`src/rtl/counter_seq_pkg.sv`:
```
// Shared types and defaults for the counter sequencer slice.
package counter_seq_pkg;

    localparam int DEF_WIDTH   = 4;
    localparam int DEF_TIMEOUT = 64;

    typedef enum logic [1:0] {
        OP_RST  = 2'd0,
        OP_LOAD = 2'd1,
        OP_UP   = 2'd2,
        OP_DN   = 2'd3
    } cmd_op_t;

    typedef enum logic [2:0] {
        ST_IDLE  = 3'd0,
        ST_ISSUE = 3'd1,
        ST_WAIT  = 3'd2,
        ST_DONE  = 3'd3,
        ST_ERR   = 3'd4
    } seq_state_t;

    function automatic logic is_step_op(input cmd_op_t op);
        return (op == OP_UP) || (op == OP_DN);
    endfunction

endpackage

```
`src/rtl/counter_sequencer_if.sv`:
```
// Command handshake between a requester and the counter sequencer.
interface counter_seq_if
    import counter_seq_pkg::*;
#(
    parameter int WIDTH = DEF_WIDTH
) ();
    logic             cmd_valid;
    logic             cmd_ready;
    cmd_op_t          cmd_op;
    logic [WIDTH-1:0] cmd_val;

    modport master (output cmd_valid, output cmd_op, output cmd_val, input cmd_ready);
    modport slave  (input cmd_valid, input cmd_op, input cmd_val, output cmd_ready);
endinterface

```
`src/rtl/counter_seq_timer.sv`:
```
// WAIT-phase timeout counter: clear reloads zero, en steps, expire flags the last allowed cycle.
module counter_seq_timer #(
    parameter int TIMEOUT = 64
) (
    input  logic CLK,
    input  logic reset,
    input  logic clear,
    input  logic en,
    output logic expire
);
    localparam int TW = (TIMEOUT > 2) ? $clog2(TIMEOUT) : 2;

    logic [TW-1:0] count_r;

    // Timer register: clear has priority over counting
    always_ff @(posedge CLK) begin
        if (reset) begin
            count_r <= {TW{1'b0}};
        end else if (clear) begin
            count_r <= {TW{1'b0}};
        end else if (en) begin
            count_r <= count_r + {{(TW-1){1'b0}}, 1'b1};
        end else begin
            count_r <= count_r;
        end
    end

    // Expiry decode
    always_comb begin
        expire = (count_r == TW'(TIMEOUT - 1));
    end

endmodule

```
`src/rtl/counter_sequencer.sv`:
```
// Command-driven sequencer for a 4-bit counter. Optional COUNTER_SEQ_WRAP_CHECK_EN adds
// early abort when the counter wraps twice before reaching its target.
module counter_sequencer
    import counter_seq_pkg::*;
#(
    parameter int WIDTH   = DEF_WIDTH,
    parameter int TIMEOUT = DEF_TIMEOUT
) (
    input  logic             CLK,
    input  logic             reset,
    counter_seq_if.slave     cmd,
    input  logic [WIDTH-1:0] cnt,
    output logic             cnt_rst,
    output logic [WIDTH-1:0] load,
    output logic             load_en,
    output logic             chnge,
    output logic             cnt_en,
    output logic             done,
    output logic             err
);
    localparam logic [2:0] IDLE  = ST_IDLE;
    localparam logic [2:0] ISSUE = ST_ISSUE;
    localparam logic [2:0] WAIT  = ST_WAIT;
    localparam logic [2:0] DONE  = ST_DONE;
    localparam logic [2:0] ERR   = ST_ERR;
    localparam logic [WIDTH-1:0] ZERO = {WIDTH{1'b0}};
    localparam logic [WIDTH-1:0] ONES = {WIDTH{1'b1}};

    logic [2:0]       state_r;
    cmd_op_t          op_r;
    logic [WIDTH-1:0] tgt_r;
    logic             ready_r;
    logic             match_s;
    logic             step_s;
    logic             in_wait_s;
    logic             timer_clr_s;
    logic             timer_en_s;
    logic             expire_s;
    logic             wrap_abort_s;

    assign cmd.cmd_ready = ready_r;

    // Target compare and step enable; cnt_en stays combinational so the counter halts on target
    always_comb begin
        in_wait_s   = (state_r == WAIT);
        match_s     = (cnt == tgt_r);
        step_s      = is_step_op(op_r);
        cnt_en      = in_wait_s && step_s && !match_s;
        timer_clr_s = !in_wait_s;
        timer_en_s  = in_wait_s && !match_s;
    end

    counter_seq_timer #(.TIMEOUT(TIMEOUT)) u_timer (
        .CLK    (CLK),
        .reset  (reset),
        .clear  (timer_clr_s),
        .en     (timer_en_s),
        .expire (expire_s)
    );

`ifdef COUNTER_SEQ_WRAP_CHECK_EN
    logic [WIDTH-1:0] cnt_prev_r;
    logic             wait_prev_r;
    logic [1:0]       wrap_cnt_r;
    logic             wrap_s;

    // Wrap detection needs one previous WAIT sample to be meaningful
    always_comb begin
        wrap_s = 1'b0;
        if (in_wait_s && wait_prev_r && step_s) begin
            if (op_r == OP_UP) begin
                wrap_s = (cnt_prev_r == ONES) && (cnt == ZERO);
            end else begin
                wrap_s = (cnt_prev_r == ZERO) && (cnt == ONES);
            end
        end else begin
            wrap_s = 1'b0;
        end
        wrap_abort_s = (wrap_cnt_r >= 2'd2);
    end

    // Wrap history, cleared outside WAIT
    always_ff @(posedge CLK) begin
        if (reset) begin
            cnt_prev_r  <= ZERO;
            wait_prev_r <= 1'b0;
            wrap_cnt_r  <= 2'd0;
        end else begin
            cnt_prev_r  <= cnt;
            wait_prev_r <= in_wait_s;
            if (!in_wait_s) begin
                wrap_cnt_r <= 2'd0;
            end else if (wrap_s && (wrap_cnt_r != 2'd3)) begin
                wrap_cnt_r <= wrap_cnt_r + 2'd1;
            end else begin
                wrap_cnt_r <= wrap_cnt_r;
            end
        end
    end
`else
    // Without the wrap check only the timer can abort a command
    always_comb begin
        wrap_abort_s = 1'b0;
    end
`endif

    // Main FSM; counter controls are registered and set on the accept edge so they show during ISSUE
    always_ff @(posedge CLK) begin
        if (reset) begin
            state_r <= IDLE;
            op_r    <= OP_RST;
            tgt_r   <= ZERO;
            ready_r <= 1'b0;
            cnt_rst <= 1'b0;
            load    <= ZERO;
            load_en <= 1'b0;
            chnge   <= 1'b1;
            done    <= 1'b0;
            err     <= 1'b0;
        end else begin
            case (state_r)
                IDLE: begin
                    done <= 1'b0;
                    err  <= 1'b0;
                    if (cmd.cmd_valid && ready_r) begin
                        op_r    <= cmd.cmd_op;
                        tgt_r   <= (cmd.cmd_op == OP_RST) ? ZERO : cmd.cmd_val;
                        ready_r <= 1'b0;
                        state_r <= ISSUE;
                        case (cmd.cmd_op)
                            OP_RST:  cnt_rst <= 1'b1;
                            OP_LOAD: begin
                                load    <= cmd.cmd_val;
                                load_en <= 1'b1;
                            end
                            OP_UP:   chnge <= 1'b1;
                            OP_DN:   chnge <= 1'b0;
                            default: cnt_rst <= 1'b0;
                        endcase
                    end else begin
                        ready_r <= 1'b1;
                    end
                end
                ISSUE: begin
                    cnt_rst <= 1'b0;
                    load_en <= 1'b0;
                    state_r <= WAIT;
                end
                WAIT: begin
                    if (match_s) begin
                        done    <= 1'b1;
                        state_r <= DONE;
                    end else if (wrap_abort_s || expire_s) begin
                        err     <= 1'b1;
                        state_r <= ERR;
                    end else begin
                        state_r <= WAIT;
                    end
                end
                DONE, ERR: begin
                    done    <= 1'b0;
                    err     <= 1'b0;
                    ready_r <= 1'b1;
                    state_r <= IDLE;
                end
                default: begin
                    ready_r <= 1'b0;
                    state_r <= IDLE;
                end
            endcase
        end
    end

endmodule

```
`src/flat_wrapper.sv`:
```
// flat-port wrapper written by rule: the top's interface ports become plain ports
module counter_sequencer_flat import counter_seq_pkg::*;
#(
    parameter int WIDTH   = DEF_WIDTH,
    parameter int TIMEOUT = DEF_TIMEOUT
)
  (CLK, reset, cnt, cnt_rst, load, load_en, chnge, cnt_en, done, err, cmd_cmd_valid, cmd_cmd_op, cmd_cmd_val, cmd_cmd_ready);
  counter_seq_if #(.WIDTH(WIDTH)) cmd_i ();
  input  logic CLK;
  input  logic reset;
  input  logic [WIDTH-1:0] cnt;
  output logic cnt_rst;
  output logic [WIDTH-1:0] load;
  output logic load_en;
  output logic chnge;
  output logic cnt_en;
  output logic done;
  output logic err;
  input wire logic [$bits(cmd_i.cmd_valid)-1:0] cmd_cmd_valid;
  input wire logic [$bits(cmd_i.cmd_op)-1:0] cmd_cmd_op;
  input wire logic [$bits(cmd_i.cmd_val)-1:0] cmd_cmd_val;
  output wire logic [$bits(cmd_i.cmd_ready)-1:0] cmd_cmd_ready;
  assign cmd_i.cmd_valid = cmd_cmd_valid;
  assign cmd_i.cmd_op = cmd_cmd_op;
  assign cmd_i.cmd_val = cmd_cmd_val;
  assign cmd_cmd_ready = cmd_i.cmd_ready;
  counter_sequencer #(.WIDTH(WIDTH), .TIMEOUT(TIMEOUT)) u_core (.CLK(CLK), .reset(reset), .cmd(cmd_i), .cnt(cnt), .cnt_rst(cnt_rst), .load(load), .load_en(load_en), .chnge(chnge), .cnt_en(cnt_en), .done(done), .err(err));
endmodule
```
`config.mk`:
```
export PLATFORM = sky130hd
export DESIGN_NAME = counter_sequencer_flat
export DESIGN_NICKNAME = d
export VERILOG_FILES = /design/src/rtl/counter_seq_pkg.sv /design/src/rtl/counter_sequencer_if.sv /design/src/rtl/counter_seq_timer.sv /design/src/rtl/counter_sequencer.sv /design/src/flat_wrapper.sv
export SDC_FILE = /design/constraint.sdc
export NUM_CORES = 1
export LEC_CHECK = 0
export CORE_MARGIN = 1
export CORE_UTILIZATION = 40
export CTS_CLUSTER_SIZE = 28
export DETAILED_ROUTE_END_ITERATION = 7
export PLACE_DENSITY_LB_ADDON = 0.08
export SYNTH_ARGS = -nofsm -noshare
export SYNTH_HDL_FRONTEND = slang
export SYNTH_HIERARCHICAL = 1
export SYNTH_SLANG_ARGS = --single-unit
```
`constraint.sdc`:
```
create_clock -name CLK -period 3.55 [get_ports CLK]
set_input_delay 0.5325 -clock CLK [delete_from_list [all_inputs] [get_ports CLK]]
set_output_delay 0.5325 -clock CLK [all_outputs]
set_load 0.01 [all_outputs]
```
======== After elaboration in Yosys (flattened, before gate mapping) ========
Cells that the tools add are included.
word-level totals
  register bits after elaboration ......... 25
  input bits .............................. 13
  output and inout bits ................... 11
  logic and storage cells ................. 71
cells by class
  add/subtract/negate cells ............... 1
  equal/unequal tests ..................... 17
  muxes and demuxes ....................... 19
  bitwise gates (word level) .............. 1
  reductions and logical operators ........ 22
operator list
  cell                   number
  $reduce_and A3 Y1      5
  $pmux W1 S2            5
  $mux W3                3
  $pmux W3 S3            1
  $eq A2 B2 Y1 const B   4
  $mux W1                8
  $add A6 B1 Y6 const B  1
  $eq A3 B2 Y1 const B   2
  $eq A6 B6 Y1 const B   1
  $ne A2 B1 Y1 const B   3
  $ne A2 B2 Y1 const B   3
  $reduce_bool A2 Y1     3
  $reduce_or A2 Y1       3
  $eq A4 B4 Y1           1
  $logic_and A1 B1 Y1    4
  $mux W4                1
  $reduce_and A2 Y1      2
  $eq A3 B1 Y1 const B   1
  $eq A3 B3 Y1 const B   1
  $logic_not A3 Y1       1
  $pmux W1 S3            1
  $reduce_or A3 Y1       1
  $eq A2 B1 Y1 const B   1
  $logic_not A2 Y1       1
  other kinds (3)        3

======== Depth between registers and ports, before layout ========
Gate-level depths: netlist of run 1.
  word-level depth ........................ 4
  gate-level depth with buffers ........... 7
  gate-level depth less buffers ........... 6

======== By module ========
The synthesis of run 1 kept the hierarchy.
by module, submodules not included
  module             times used  cells each  area each (um^2)  sequential area each (um^2)
  counter_sequencer  1           95          900.9             360.3
  counter_seq_timer  1           29          261.5             120.1

======== Least setup slack after synthesis of run 1 ========
No wires, ideal clock.
  path kind ............................... input port to flip-flop
  start ................................... input cnt[1]
  end ..................................... register u_core.u_timer.count_r[5]
  setup time .............................. 0.070 ns
  data arrival time ....................... 1.752 ns
  required time ........................... 3.480 ns
  slack ................................... 1.729 ns
  stages .................................. 6
  buffers on the path ..................... 0
  path through ............................ xor2_1 -> nor4_2 -> nor2_1 -> nand4_2 -> or3_1 -> a21oi_1
on the way
  word-level cells in the longest chain between the ends .. 3
RTL lines
  what                   line                     text
  start, declared        flat_wrapper.sv:11       input logic [WIDTH-1:0] cnt;
  $eq A4 B4 Y1           counter_sequencer.sv:46  match_s = (cnt == tgt_r);
  $logic_not A1 Y1       counter_sequencer.sv:50  timer_en_s = in_wait_s && !match_s;
  $logic_and A1 B1 Y1    counter_sequencer.sv:50
  via u_core.timer_en_s  counter_sequencer.sv:37  logic timer_en_s;
  end signal, assigned   counter_seq_timer.sv:20  count_r <= {TW{1'b0}};
  end signal, assigned   counter_seq_timer.sv:22  count_r <= count_r + {{(TW-1){1'b0}}, 1'b1};
  end signal, assigned   counter_seq_timer.sv:24  count_r <= count_r;
  end, declared          counter_seq_timer.sv:13  logic [TW-1:0] count_r;
The timed path passes the listed nets, and every way through them passes these cells.
A chain may end at the register's enable or synchronous reset.

======== Worst setup path after layout of run 1 ========
  start ................................... input cnt[0]
  end ..................................... output cnt_en
on the way
  word-level cells in the longest chain between the ends .. 3
RTL lines
  what                 line                     text
  $eq A4 B4 Y1         counter_sequencer.sv:46
  $logic_not A1 Y1     counter_sequencer.sv:48  cnt_en = in_wait_s && step_s && !match_s;
  $logic_and A1 B1 Y1  counter_sequencer.sv:48
  end, declared        flat_wrapper.sv:16       output logic cnt_en;
Every way passes these cells.

==> key figures, run 1 <==
CTS
  • CTS tree: built
  • Worst skew pair latency: 0.31 ns
  • Hold buffer count at cts: 0
  • Htree depth: 1
  • CTS resizes: 0
  • CTS max path bufs: 2
  • CTS root buffer: clkbuf_4
  • CTS Buf Count: 3
  • CTS clk-pin slew, worst paths: 0.13 ns
  • Post-CTS Setup Inserts: 0
  • Num Clock Sinks: 24

Logic synthesis
  • Post-synth EDFFs: 0
  • Most frequent cell after synthesis: dfxtp_1
  • Ys Warns: 6
  • Top cells by count, synth: dfxtp_1, a21oi_1, nand2b_1, nor2_1, xor2_1
  • Synth Register Bits: 24
  • Synth Net Count: 138
  • Predominant post-synthesis flop cell: dfxtp_1
  • Cell count after synthesis: 124
  • Top cells by area, synth: dfxtp_1, xor2_1, mux2i_1, nand2b_1, a21oi_1
  • Area leader, netlist: dfxtp_1
  • Yosys cell types: 40
  • Mapped cell area: 1160 sq um
  • Synth async-reset ratio: 0%
  • Synth top area share: 41.3%
  • Seq/Total Area, Yosys: 41.3%
  • Syn_area_per_cell: 9.37 sq um

Detailed routing
  • DR pass1 iterations: 4
  • Via/cell ratio: 5.40
  • Vias: 940
  • Post-route ant nets: 0
  • Iter 0 DRT Violations: 19
  • DRC viols: 0
  • Wire length per cell: 13.4 microns
  • Drt total wl: 2.34 mm

Critical path
  • Crit-path max cell delay: 0.51 ns
  • Required time worst endpoint: 3.02 ns
  • CP Depth: 5
  • Startpoint Class: input pin
  • Critical path, cell by cell: clkdlybuf4s50_1 > xor2_1 > nor4_2 > nor3b_1 > clkdlybuf4s50_1
  • Most used cell, CP: clkdlybuf4s50_1
  • CP max-delay cell: nor4_2
  • Arr. time, crit path: 2.24 ns
  • Crit Path Class: in -> out
  • Delay-heaviest family, CP: buffers and inverters
  • Worst path bufs/invs: 2
  • Critical Path Sink Type: primary output
  • R2R depth: 6
  • Crit-path max FO: 5

Timing
  • Post-route clock period utilization: 78.2%
  • Slew HR: 46.6%
  • Final Hold Viols: 0
  • Final setup viols: 0
  • Fmax: 360 MHz
  • RSZ-0062 raised after global routing: no
  • Final worst path period need: 2.78 ns
  • Clk_skew: 0.00373 ns
  • Final Max Tran Viols: 0
  • Worst-Margin Slew: 0.798 ns
  • Post-route setup TNS: 0 ns

Worst hold path
  • Path category of the worst min-delay check: reg -> reg
  • Min-Delay Path Depth: 1

Placement
  • Area after DPL: 1380 sq um
  • Buffers on Ports: 23
  • Hpwl dp: 1.72 mm
  • Placed cells: 170
  • Placer Congestion: 0.803

Floorplanning
  • Die area: 3130 sq um
  • Die Span Y: 55.9 microns
  • Die W: 55.9 microns
  • Initial Utilization: 42.2%
  • Row count: 19
  • Core area: 2760 sq um
  • Total I/O pin count: 24

Finish
  • P&R area growth vs syn: 22.0%
  • Share of layout cells above drive strength 1: 11.2%
  • Ant. Diodes: 0
  • Fin cells: 174
  • Fin area: 1420 sq um
  • Final Util: 51.4%
  • Nets: 158

Pwr
  • VDD IR max: 0.268 mV
  • Power density over the cells: 362 nW/um^2
  • Lkg Pwr: 0.485 nW

Global routing
  • Overflow after GRT: 0
  • Initial antenna violation count: 0
  • Vias in the first global route: 900
  • Largest net degree at the start of global routing: 27
  • Global-route wire length before repair: 4.00 mm
  • Total GRT Usage: 16.2%

Run
  • Max-cap viol count: 0

Outcome
  • Outcome: completed
## layout make-up
cell class              instances  area (sq um)
flip-flops and latches         24           480
multi-input cells              89           621
well taps                      31          38.8
inverters                       3          11.3
repair buffers                 23           230
clock buffers                   4          36.3
fillers                       268          1340
## power by group
part           internal (mW)  switching, mW  leakage, nW
combinational         0.0412         0.0397        0.269
clock                 0.0627         0.0817       0.0210
sequential             0.278        0.00901        0.194
## cells by family after synthesis
kind of cell / count (synthesis) / share of synthesized area (%)
muxes: 5 / 4.31
adders and majority gates: 1 / 1.08
AOI/OAI and AO/OA: 23 / 12.7
xor gates and xnor gates: 9 / 6.78
DFF: 24 / 41.3
and+or+nand+nor: 51 / 28.5
buffers and inverters: 11 / 5.27
## sequential cells by signal, summed over array words and instances (netlist names)
name,count
u_core/done,1
u_core/state_r,3
u_core/chnge,1
u_core/err,1
u_core/u_timer/count_r,6
u_core/load,4
u_core/cnt_rst,1
u_core/tgt_r,4
u_core/op_r,1
u_core/load_en,1
u_core/cmd.cmd_ready,1
## layer usage
metal	wire [microns]	up-vias	track usage, %
li1	-	477	-
met1	1260	441	24.1
met2	966	20	22.9
met3	95	2	2.56
met4	17	0	7.32
met5	0	-	0
## worst paths after layout
check | from | endpoint | slack, ns
worst max-delay path | cnt[0] | cnt_en | 0.77
worst min-delay path | u_core/chnge | u_core/chnge | 0.48
worst max register to register | u_core/state_r[0] | u_core/u_timer/count_r[5] | 1.60
worst min register to register | u_core/chnge | u_core/chnge | 0.48
## stage by stage
step           hold WS, ns  power [mW]  setup slack, ns
2_1_floorplan        0.449       0.344             1.73
3_3_place_gp         0.449       0.373            0.815
3_5_place_dp         0.454       0.374            0.797
4_1_cts              0.486       0.519            0.791
5_1_grt              0.505       0.534            0.659
6_report             0.481       0.513            0.773
## layout by cell type, fill, tap and decap left out, types with 3 or more instances in the layout
cell / n
a21oi_1: 9
dfxtp_1: 24
mux2i_1: 5
clkdlybuf4s50_1: 23
nand2_1: 3
inv_1: 3
nor2_1: 8
o21ai_0: 6
xor2_1: 7
nand2b_1: 8
or2_2: 3
clkbuf_4: 3
nor3_1: 3
nand4_1: 5
Power figures use the tool's default switching activity.
==> run 2: changes to the inputs <==
- clock period: 3.55 -> 2.5 ns (I/O delays scaled with it)
==> key figures, run 2 (synthesis gave the netlist of run 1 again) <==
Pwr
  • Pwr Total: 0.810 mW
  • Switch Pwr: 0.190 mW
  • P_int: 0.619 mW
  • Reg power frac: 50.5%
  • Power density over the cells: 556 nW/um^2
  • Clock share of power: 34.9%
  • Lkg Pwr: 0.507 nW
  • VDD IR max: 0.391 mV
  • Switching share of power: 23.5%
  • Combinational fraction of design power: 14.7%

Timing
  • Worst-Margin Slew: 0.432 ns
  • Fmax: 428 MHz
  • Final Hold Viols: 0
  • Final Max Tran Viols: 0
  • RSZ-0062 raised after global routing: no
  • Post-route clock period utilization: 93.4%
  • Post-route setup TNS: 0 ns
  • Final setup viols: 0
  • Slew HR: 71.1%
  • Final worst path period need: 2.34 ns
  • Clk_skew: 0.0113 ns

Worst hold path
  • Min-Delay Path Depth: 2
  • Hold Path End: u_core/op_r[1]
  • Path category of the worst min-delay check: reg -> reg
  • Hold_sp: u_core/op_r[1]

Critical path
  • Critical Path Sink Type: primary output
  • Worst setup path start: cnt[3]
  • Critical R2R Capture: u_core/u_timer/count_r[5]
  • Crit Path Class: in -> out
  • Reg-to-reg slack, setup: 0.79 ns
  • Arr. time, crit path: 1.96 ns
  • Critical path, cell by cell: clkdlybuf4s50_1 > xor2_1 > nor4_2 > nor3b_1 > clkdlybuf4s50_1
  • Crit-path max cell delay: 0.57 ns
  • Crit-path max FO: 2
  • Required time worst endpoint: 2.12 ns
  • CP max-delay cell: clkdlybuf4s50_1
  • Reg2reg start: u_core/state_r[0]
  • Startpoint Class: input pin
  • R2R depth: 6
  • Most used cell, CP: clkdlybuf4s50_1

Detailed routing
  • Wire length per cell: 13.6 microns
  • Drt total wl: 2.41 mm
  • Iter 0 DRT Violations: 29
  • Post-route ant nets: 0
  • Vias: 933
  • DRC viols: 0
  • Via/cell ratio: 5.27
  • DR pass1 iterations: 4

Finish
  • Ant. Diodes: 0
  • Multi-input logic area: 621 sq um
  • P&R area growth vs syn: 25.3%
  • Commonest non-fill, non-tap cell in the layout: dfxtp_1
  • Reg area: 480 sq um
  • Largest reg by FF count: u_core/u_timer/count_r
  • Share of layout cells above drive strength 1: 13.0%
  • Fill cell count: 268
  • Max reg flops: 6
  • Nets: 161
  • Most frequent cells in the layout: dfxtp_1, clkdlybuf4s50_1, a21oi_1, nor2_1, nand2b_1
  • Biggest registers after layout: u_core/u_timer/count_r (6), u_core/load (4), u_core/tgt_r (4)

Global routing
  • Vias in the first global route: 861
  • Initial antenna violation count: 0
  • Overflow after GRT: 0
  • Total GRT Usage: 16.6%
  • Global-route wire length before repair: 4.08 mm
  • Largest net degree at the start of global routing: 15

CTS
  • CTS root buffer: clkbuf_4
  • CTS max path bufs: 2
  • Num Clock Sinks: 24
  • CTS clk-pin slew, worst paths: 0.14 ns
  • CTS Buf Count: 3
  • CTS resizes: 0
  • CTS tree: built
  • Hold buffer count at cts: 0
  • Htree depth: 1
  • Post-CTS Setup Inserts: 0
  • Worst skew pair latency: 0.32 ns

Floorplanning
  • Die Span Y: 55.9 microns
  • Die W: 55.9 microns
  • Total I/O pin count: 24
  • Row count: 19
  • Initial Utilization: 42.2%
  • Die area: 3130 sq um
  • Core area: 2760 sq um

Placement
  • Buffers on Ports: 23
  • Hpwl dp: 1.78 mm
  • Placer Congestion: 0.739

Outcome
  • Outcome: completed

Run
  • Max-cap viol count: 0
run 2: per-layer routing:
metal	GRT usage (%)	share of wire, %	wire length [microns]	up-vias
li1	-	-	-	490
met1	25.0	53	1270	425
met2	23.8	43	1030	16
met3	2.56	3.8	92	2
met4	6.27	0.66	16	0
met5	0	0	0	-
run 2: how the worst max path moves through the flow:
stage                                end  slack (ns)  cells after the start
2_1_floorplan  u_core/u_timer/count_r[5]        0.77                      7
3_3_place_gp                      cnt_en        0.20                      5
3_5_place_dp                      cnt_en        0.20                      5
4_1_cts                           cnt_en        0.16                      5
5_1_grt                           cnt_en        0.05                      4
6_report                          cnt_en        0.16                      5
run 2: stage by stage:
step                area (sq um)  setup slack (ns)  hold slack [ns]  cells  utilization, %
floorplan                   1160             0.774            0.449    124               -
global placement            1400             0.195            0.454    173            50.9
detailed placement          1400             0.196            0.467    173            50.9
CTS                         1460             0.165            0.488    177            52.8
global route                1460            0.0545            0.495    177            52.8
finish                      1460             0.164            0.487    177            52.8
run 2: critical path, delay by kind of cell:
| kind | cells | cell delay, ns |
|---|---|---|
| xor gates and xnor gates | 1 | 0.24 |
| buffers and inverters | 2 | 1.04 |
| and+or+nand+nor | 2 | 0.30 |
run 2: layout make-up:
class / count / area share (%)
Tap cell: 31 / 2.66
Inverter: 3 / 0.773
Clock inverter: 1 / 2.06
Timing Repair Buffer: 26 / 17.4
Multi-Input combinational cell: 89 / 42.6
Clock buffer: 3 / 1.55
Sequential cell: 24 / 33.0
run 2: power groups by stage:
stage                     registers [mW]  clock network (mW)  logic (mW)
after global routing               0.411               0.311       0.130
after floorplan                    0.413                   0      0.0753
after CTS                          0.409               0.291       0.119
after detailed placement           0.417                   0       0.118
after global placement             0.416                   0       0.117
final                              0.408               0.282       0.119
